==> src/rtl/branch_predictor.sv <==
// branch_predictor: dynamic branch predictor for the 5-stage RV32 pipeline.
//   IF side : pc_if_i looked up combinationally in a direct-mapped BTB
//             (2-bit counters) and a return-address stack. The result is
//             pred_taken_o and pred_target_o (pc_if_i+4 when not taken).
//   EX side : upd_* describe a resolved control-flow instruction. The BTB,
//             the RAS and the mispredict counter are updated on the rising edge.
//   clear_i : invalidates the BTB and empties the RAS (fence.i). It wins over a
//             simultaneous update.
//   ras_count_o    : live RAS occupancy.
//   perf_mispred_o : saturating count of mispredicted resolutions.
module branch_predictor #(
  parameter int XLEN      = 32,
  parameter int ENTRIES   = 64,
  parameter int TAG_W     = 8,
  parameter int RAS_DEPTH = 4,
  parameter int PERF_W    = 32,
  localparam int CNT_W    = $clog2(RAS_DEPTH+1)
) (
  input  logic              clk,
  input  logic              rst_n,
  input  logic [XLEN-1:0]   pc_if_i,
  output logic              pred_taken_o,
  output logic [XLEN-1:0]   pred_target_o,
  input  logic              upd_valid_i,
  input  logic [XLEN-1:0]   upd_pc_i,
  input  logic              upd_is_branch_i,
  input  logic [1:0]        upd_jump_type_i,
  input  logic [4:0]        upd_rd_i,
  input  logic [4:0]        upd_rs1_i,
  input  logic              upd_taken_i,
  input  logic [XLEN-1:0]   upd_target_i,
  input  logic              upd_mispred_i,
  input  logic              clear_i,
  output logic [CNT_W-1:0]  ras_count_o,
  output logic [PERF_W-1:0] perf_mispred_o
);
  localparam int IDX_W = $clog2(ENTRIES);
  localparam int PTR_W = (RAS_DEPTH > 1) ? $clog2(RAS_DEPTH) : 1;

  typedef enum logic [1:0] {T_BR, T_JAL, T_JALR, T_RET} btype_e;

  // BTB storage: only the valid bits need a reset value.
  logic [ENTRIES-1:0] valid_q;
  logic [TAG_W-1:0]   tag_q  [ENTRIES];
  logic [XLEN-1:0]    tgt_q  [ENTRIES];
  btype_e             type_q [ENTRIES];
  logic [1:0]         cnt_q  [ENTRIES];

  // RAS: ras_ptr_q is the next free slot, the top lives one below it.
  logic [XLEN-1:0]    ras_q [RAS_DEPTH];
  logic [PTR_W-1:0]   ras_ptr_q, ras_ptr_d, ras_top, ras_inc;
  logic [CNT_W-1:0]   ras_cnt_q, ras_cnt_d;
  logic               ras_we;
  logic [PTR_W-1:0]   ras_widx;

  logic [PERF_W-1:0]  perf_q;

  assign ras_top = (ras_ptr_q == '0) ? PTR_W'(RAS_DEPTH-1) : ras_ptr_q - 1'b1;
  assign ras_inc = (ras_ptr_q == PTR_W'(RAS_DEPTH-1)) ? '0 : ras_ptr_q + 1'b1;

  // ---------------- IF-side lookup ----------------
  logic [IDX_W-1:0] l_idx;
  logic [TAG_W-1:0] l_tag;
  logic             l_hit;

  assign l_idx = pc_if_i[IDX_W+1:2];
  assign l_tag = pc_if_i[IDX_W+TAG_W+1:IDX_W+2];
  assign l_hit = valid_q[l_idx] && (tag_q[l_idx] == l_tag);

  always_comb begin
    pred_taken_o  = 1'b0;
    pred_target_o = pc_if_i + XLEN'(4);
    if (l_hit) begin
      case (type_q[l_idx])
        T_BR: if (cnt_q[l_idx][1]) begin
          pred_taken_o  = 1'b1;
          pred_target_o = tgt_q[l_idx];
        end
        T_JAL, T_JALR: begin
          pred_taken_o  = 1'b1;
          pred_target_o = tgt_q[l_idx];
        end
        T_RET: if (ras_cnt_q != '0) begin
          pred_taken_o  = 1'b1;
          pred_target_o = ras_q[ras_top];
        end
        default: ;
      endcase
    end
  end

  // ---------------- EX-side decode ----------------
  logic [IDX_W-1:0] u_idx;
  logic [TAG_W-1:0] u_tag;
  logic             u_hit, do_upd;
  logic             is_jal, is_jalr, is_jump, link_rd, link_rs1, is_call, is_ret;
  btype_e           u_type;

  assign u_idx    = upd_pc_i[IDX_W+1:2];
  assign u_tag    = upd_pc_i[IDX_W+TAG_W+1:IDX_W+2];
  assign u_hit    = valid_q[u_idx] && (tag_q[u_idx] == u_tag);
  assign do_upd   = upd_valid_i && !clear_i;
  assign is_jal   = (upd_jump_type_i == 2'b01);
  assign is_jalr  = (upd_jump_type_i == 2'b10);
  assign is_jump  = is_jal || is_jalr;
  assign link_rd  = (upd_rd_i == 5'd1) || (upd_rd_i == 5'd5);
  assign link_rs1 = (upd_rs1_i == 5'd1) || (upd_rs1_i == 5'd5);
  assign is_call  = is_jump && link_rd;
  // jalr with rd==rs1 both link registers is a plain call (push), not a return.
  assign is_ret   = is_jalr && link_rs1 && !(link_rd && (upd_rd_i == upd_rs1_i));
  assign u_type   = is_ret ? T_RET : is_jalr ? T_JALR : is_jal ? T_JAL : T_BR;

  // BTB write enables
  logic       we_ent, we_tgt, we_cnt;
  logic [1:0] cnt_d;

  always_comb begin
    we_ent = 1'b0;
    we_tgt = 1'b0;
    we_cnt = 1'b0;
    cnt_d  = cnt_q[u_idx];
    if (do_upd) begin
      if (is_jump) begin
        we_ent = 1'b1;
        we_tgt = 1'b1;
        we_cnt = 1'b1;
        cnt_d  = 2'b11;
      end else if (upd_is_branch_i) begin
        if (u_hit) begin
          we_cnt = 1'b1;
          we_tgt = upd_taken_i;
          if (upd_taken_i) cnt_d = (cnt_q[u_idx] == 2'b11) ? 2'b11 : cnt_q[u_idx] + 2'd1;
          else             cnt_d = (cnt_q[u_idx] == 2'b00) ? 2'b00 : cnt_q[u_idx] - 2'd1;
        end else if (upd_taken_i) begin
          we_ent = 1'b1;
          we_tgt = 1'b1;
          we_cnt = 1'b1;
          cnt_d  = 2'b10;
        end
      end
    end
  end

  always_ff @(posedge clk or negedge rst_n) begin
    if (!rst_n)       valid_q <= '0;
    else if (clear_i) valid_q <= '0;
    else if (we_ent)  valid_q[u_idx] <= 1'b1;
  end

  always_ff @(posedge clk) begin
    if (we_ent) begin
      tag_q[u_idx]  <= u_tag;
      type_q[u_idx] <= u_type;
    end
    if (we_tgt) tgt_q[u_idx] <= upd_target_i;
    if (we_cnt) cnt_q[u_idx] <= cnt_d;
  end

  // ---------------- RAS ----------------
  always_comb begin
    ras_we    = 1'b0;
    ras_widx  = ras_ptr_q;
    ras_ptr_d = ras_ptr_q;
    ras_cnt_d = ras_cnt_q;
    if (clear_i) begin
      ras_ptr_d = '0;
      ras_cnt_d = '0;
    end else if (do_upd) begin
      if (is_call && (!is_ret || ras_cnt_q == '0)) begin
        // push; when full the oldest slot is overwritten by wrapping
        ras_we    = 1'b1;
        ras_ptr_d = ras_inc;
        if (ras_cnt_q != CNT_W'(RAS_DEPTH)) ras_cnt_d = ras_cnt_q + 1'b1;
      end else if (is_call && is_ret) begin
        ras_we   = 1'b1;
        ras_widx = ras_top;
      end else if (is_ret && ras_cnt_q != '0) begin
        ras_ptr_d = ras_top;
        ras_cnt_d = ras_cnt_q - 1'b1;
      end
    end
  end

  always_ff @(posedge clk or negedge rst_n) begin
    if (!rst_n) begin
      ras_ptr_q <= '0;
      ras_cnt_q <= '0;
    end else begin
      ras_ptr_q <= ras_ptr_d;
      ras_cnt_q <= ras_cnt_d;
    end
  end

  always_ff @(posedge clk) begin
    if (ras_we) ras_q[ras_widx] <= upd_pc_i + XLEN'(4);
  end

  // ---------------- perf counter ----------------
  always_ff @(posedge clk or negedge rst_n) begin
    if (!rst_n) perf_q <= '0;
    else if (upd_valid_i && upd_mispred_i && perf_q != '1) perf_q <= perf_q + 1'b1;
  end

  assign ras_count_o    = ras_cnt_q;
  assign perf_mispred_o = perf_q;

endmodule

==> config.mk <==
export PLATFORM = sky130hd
export DESIGN_NAME = branch_predictor
export DESIGN_NICKNAME = d
export VERILOG_FILES = /design/src/rtl/branch_predictor.sv
export SDC_FILE = /design/constraint.sdc
export NUM_CORES = 2
export LEC_CHECK = 0
export BUFFER_PORTS_ARGS = -buffer_cell sky130_fd_sc_hd__buf_2
export CAP_MARGIN = 20
export CORE_MARGIN = 2
export CORE_UTILIZATION = 40
export CTS_BUF_LIST = sky130_fd_sc_hd__clkbuf_8 sky130_fd_sc_hd__clkbuf_16
export CTS_CLUSTER_DIAMETER = 50
export DETAILED_ROUTE_END_ITERATION = 16
export GPL_ROUTABILITY_DRIVEN = 1
export PLACE_DENSITY = 0.53
export SETUP_SLACK_MARGIN = 0.1
export SYNTH_ARGS = -nofsm -noshare
export SYNTH_HDL_FRONTEND = slang
export SYNTH_SLANG_ARGS = --single-unit
export TNS_END_PERCENT = 20
==> constraint.sdc <==
create_clock -name clk -period 5.3 [get_ports clk]
set_clock_uncertainty 0.1 [all_clocks]
set_input_delay 0 -clock clk [delete_from_list [all_inputs] [get_ports clk]]
set_output_delay 0 -clock clk [all_outputs]
set_load 0.02 [all_outputs]
==> flow_metrics.py <==
metrics = {
    "critical_path": {
        "crit_type": "flip-flop to primary output",
        "critPathLaunchType": "flip-flop",
        "cp_top_family": "multiplexers",
        "worst_setup_path_end_kind": "primary output",
        "arrival_ns": 4.99,
        "crit_required_ns": 5.20,
        "worst_path_most_repeated_cell": "mux4_2",
        "critPathMaxStageDelay_ns": 0.63,
        "crit_slowest_cell": "mux4_2",
        "critPathMaxFanout": 12,
        "path_buf_inv": 2,
        "path_cells": "mux4_2, mux4_2, mux4_2, xnor2_1, nand2_1, nand4b_1, or3_4, a21oi_2, buf_4, o21ai_0, buf_2",
    },
    "route": {
        "top_layer": "met5",
        "met3RoutedLength_um": 34300,
        "viasPerCell": 6.08,
        "wire_per_inst_um": 35.1,
        "num_vias": 66600,
        "totalWireLength_um": 384000,
        "drt_iter0_drc": 8458,
        "antenna_left": 0,
        "wl_met1_um": 159000,
        "route.detailed.drc": 0,
        "wl_met2_um": 179000,
        "first_pass_iters": 8,
    },
    "pwr": {
        "pwr_density_cell_nw_per_um2": 376,
        "vdd_drop_max_v": 0.000271,
        "p_leak_uw": 0.0468,
    },
    "finish": {
        "final_common_cell": "edfxtp_1",
        "syn_to_final_growth_pct": 18.5,
        "fin_nets": 6619,
        "drive_above_1_share": 0.341,
        "final_cell_mix": "edfxtp_1, mux4_2, clkbuf_16",
        "nFillCells": 25500,
        "instances_no_fill": 10900,
    },
    "global_route": {
        "grt-ovfl-total": 0,
        "grt_max_degree": 94,
        "grt_pass1_wl_um": 535000,
        "track_usage": 0.242,
        "antenna_found_initial": 28,
        "grt_pass1_vias": 66800,
    },
    "timing": {
        "fin_crit_sh": 0.961,
        "rsz0062_at_grt": "no",
        "tightest_slew_ns": 1.22,
        "fin_crit_ns": 5.09,
        "fmax_mhz": 196,
        "setup_viol": 0,
        "fin_setup_tns_ns": 0,
        "hold_violations": 0,
        "slew_headroom": 0.187,
        "drv_slew": 0,
    },
    "floorplan": {
        "die_h_um": 561,
        "dieArea_um2": 315000,
        "core_um2": 309000,
        "dieWidth_um": 561,
        "initial_core_util": 0.402,
        "row_count": 204,
        "ioPinCount": 183,
    },
    "outcome": {
        "status": "completed",
    },
    "clocking": {
        "cts_tree": "yes",
        "clk_pin_slew_ns": 0.06,
        "cts.sinks": 3045,
        "clk_latency_ns": 0.95,
        "cts_htree_levels": 5,
        "cts-root-buf": "clkbuf_16",
        "post_cts_buffers": 0,
        "cts_made_buffers": 376,
        "clockBufferDepth": 4,
    },
    "synthesis": {
        "ys_warn_count": 0,
        "synth_cell_types": 74,
        "syn-num-nets": 5949,
        "syn_area_um2": 124000,
        "syn_area_per_cell_um2": 21.3,
        "syn_inst": 5825,
        "synth-main-ff-cell": "edfxtp_1",
        "synth-seq-cells": 3045,
        "async_flop_share": 0.0332,
        "yosysSeqAreaShare": 0.733,
        "synth_edf_count": 2944,
    },
    "placed_design": {
        "placed_cells": 10100,
        "dp_hpwl_um": 237000,
        "io_buffers": 182,
        "place_congestion": 0.982,
    },
    "flow_run": {
        "drv_cap": 0,
    },
    "min_path": {
        "hp-class": "primary input to flip-flop",
    },
}
metal layers:
layer	vias to the layer above	GRT usage
met3	622	0.0528
met1	36300	0.343
li1	26400	-
met4	6	0.0712
met2	3283	0.376
met5	-	0
sequential cells by signal, summed over array words and instances (netlist names):
register        count
tgt_q            2048
tag_q             512
perf_mispred_o     32
ras_ptr_q           2
type_q            128
cnt_q             128
ras_count_o         3
ras_q             128
valid_q            64
area by class of cell:
cell class	count	area [um^2]	area share
clock buffers	383	9560	0.0650
inverters	16	60.1	0.000408
repair buffers	684	6080	0.0413
clock inverters	315	2840	0.0193
well taps	4120	5150	0.0351
flip-flops and latches	3045	90900	0.618
multi-input cells	2372	32400	0.220
diodes	12	30.0	0.000204
cell usage after synthesis (13+ instances only):
library cell / n / area (um^2)
a21o_1: 22 / 165
mux2i_1: 104 / 1040
o21ai_0: 72 / 360
a21oi_1: 43 / 215
a32o_1: 14 / 140
edfxtp_1: 2944 / 88400
nor2_1: 191 / 717
o2bb2ai_1: 22 / 193
a22oi_1: 84 / 631
nand2b_1: 13 / 81.3
xnor2_1: 63 / 552
a221o_1: 22 / 220
buf_2: 61 / 305
buf_1: 82 / 308
mux2_2: 30 / 338
mux4_2: 991 / 22300
nand2_1: 153 / 574
a22o_1: 53 / 464
a221oi_1: 45 / 394
inv_1: 14 / 52.6
and3_1: 17 / 106
nand4_1: 29 / 181
dfrtp_1: 101 / 2530
a31oi_1: 16 / 100
nand3_1: 62 / 310
o22ai_1: 37 / 231
clkbuf_1: 236 / 886
nor3_1: 72 / 360
xor2_1: 39 / 342
power by group:
group	switching, uW	total [uW]	internal, uW
Clock	10400	25200	14800
Sequential	54.0	26600	26500
Combinational	2220	3540	1320
Total	12700	55300	42700
path summary, 6_finish.rpt:
kind	start	to	slack, ns	cells after the start
worst max-delay path	tag_q[63][1]	pred_target_o[21]	0.21	11
worst min-delay path	upd_target_i[22]	tgt_q[43][22]	0.04	2
worst max register to register	tag_q[56][0]	cnt_q[18][1]	0.81	12
worst min register to register	perf_mispred_o[28]	perf_mispred_o[28]	0.38	1
max in group asynchronous	rst_n	valid_q[57]	3.90	4
min in group asynchronous	rst_n	perf_mispred_o[22]	0.07	4
logic make-up (layout without fill, tap and decap cells):
group | count (synthesis) | in the layout | share of synthesized area
compound gates | 503 | 503 | 0.0300
xor+xnor | 102 | 102 | 0.00720
fa+ha+maj | 9 | 9 | 0.000968
buf+inv | 408 | 1398 | 0.0134
flops | 3045 | 3045 | 0.733
mux | 1125 | 1125 | 0.191
other cells | 0 | 12 | 0
simple gates | 633 | 633 | 0.0245
timing repair:
item | 4_1_cts | 5_1_grt
hold buffers | 118 | 13
pin swaps | 0 | 0
gates resized for setup | 3 | 1
endpoints found under the hold margin | 3046 | 157
endpoints found under the setup margin | 1 | 1
stage by stage:
stage	total power, uW	instance area (um^2)	hold slack (ns)	util	setup slack, ns
after floorplan	28800	124000	-0.396	-	0.292
after global placement	30400	133000	-0.0598	0.430	0.274
after detailed placement	30500	133000	-0.0572	0.430	0.504
after CTS	55700	146000	0.00144	0.474	0.107
after global routing	56900	147000	0.0203	0.476	0.119
final	55300	147000	0.0357	0.476	0.206
No activity file was read; power rests on OpenSTA's default activity.
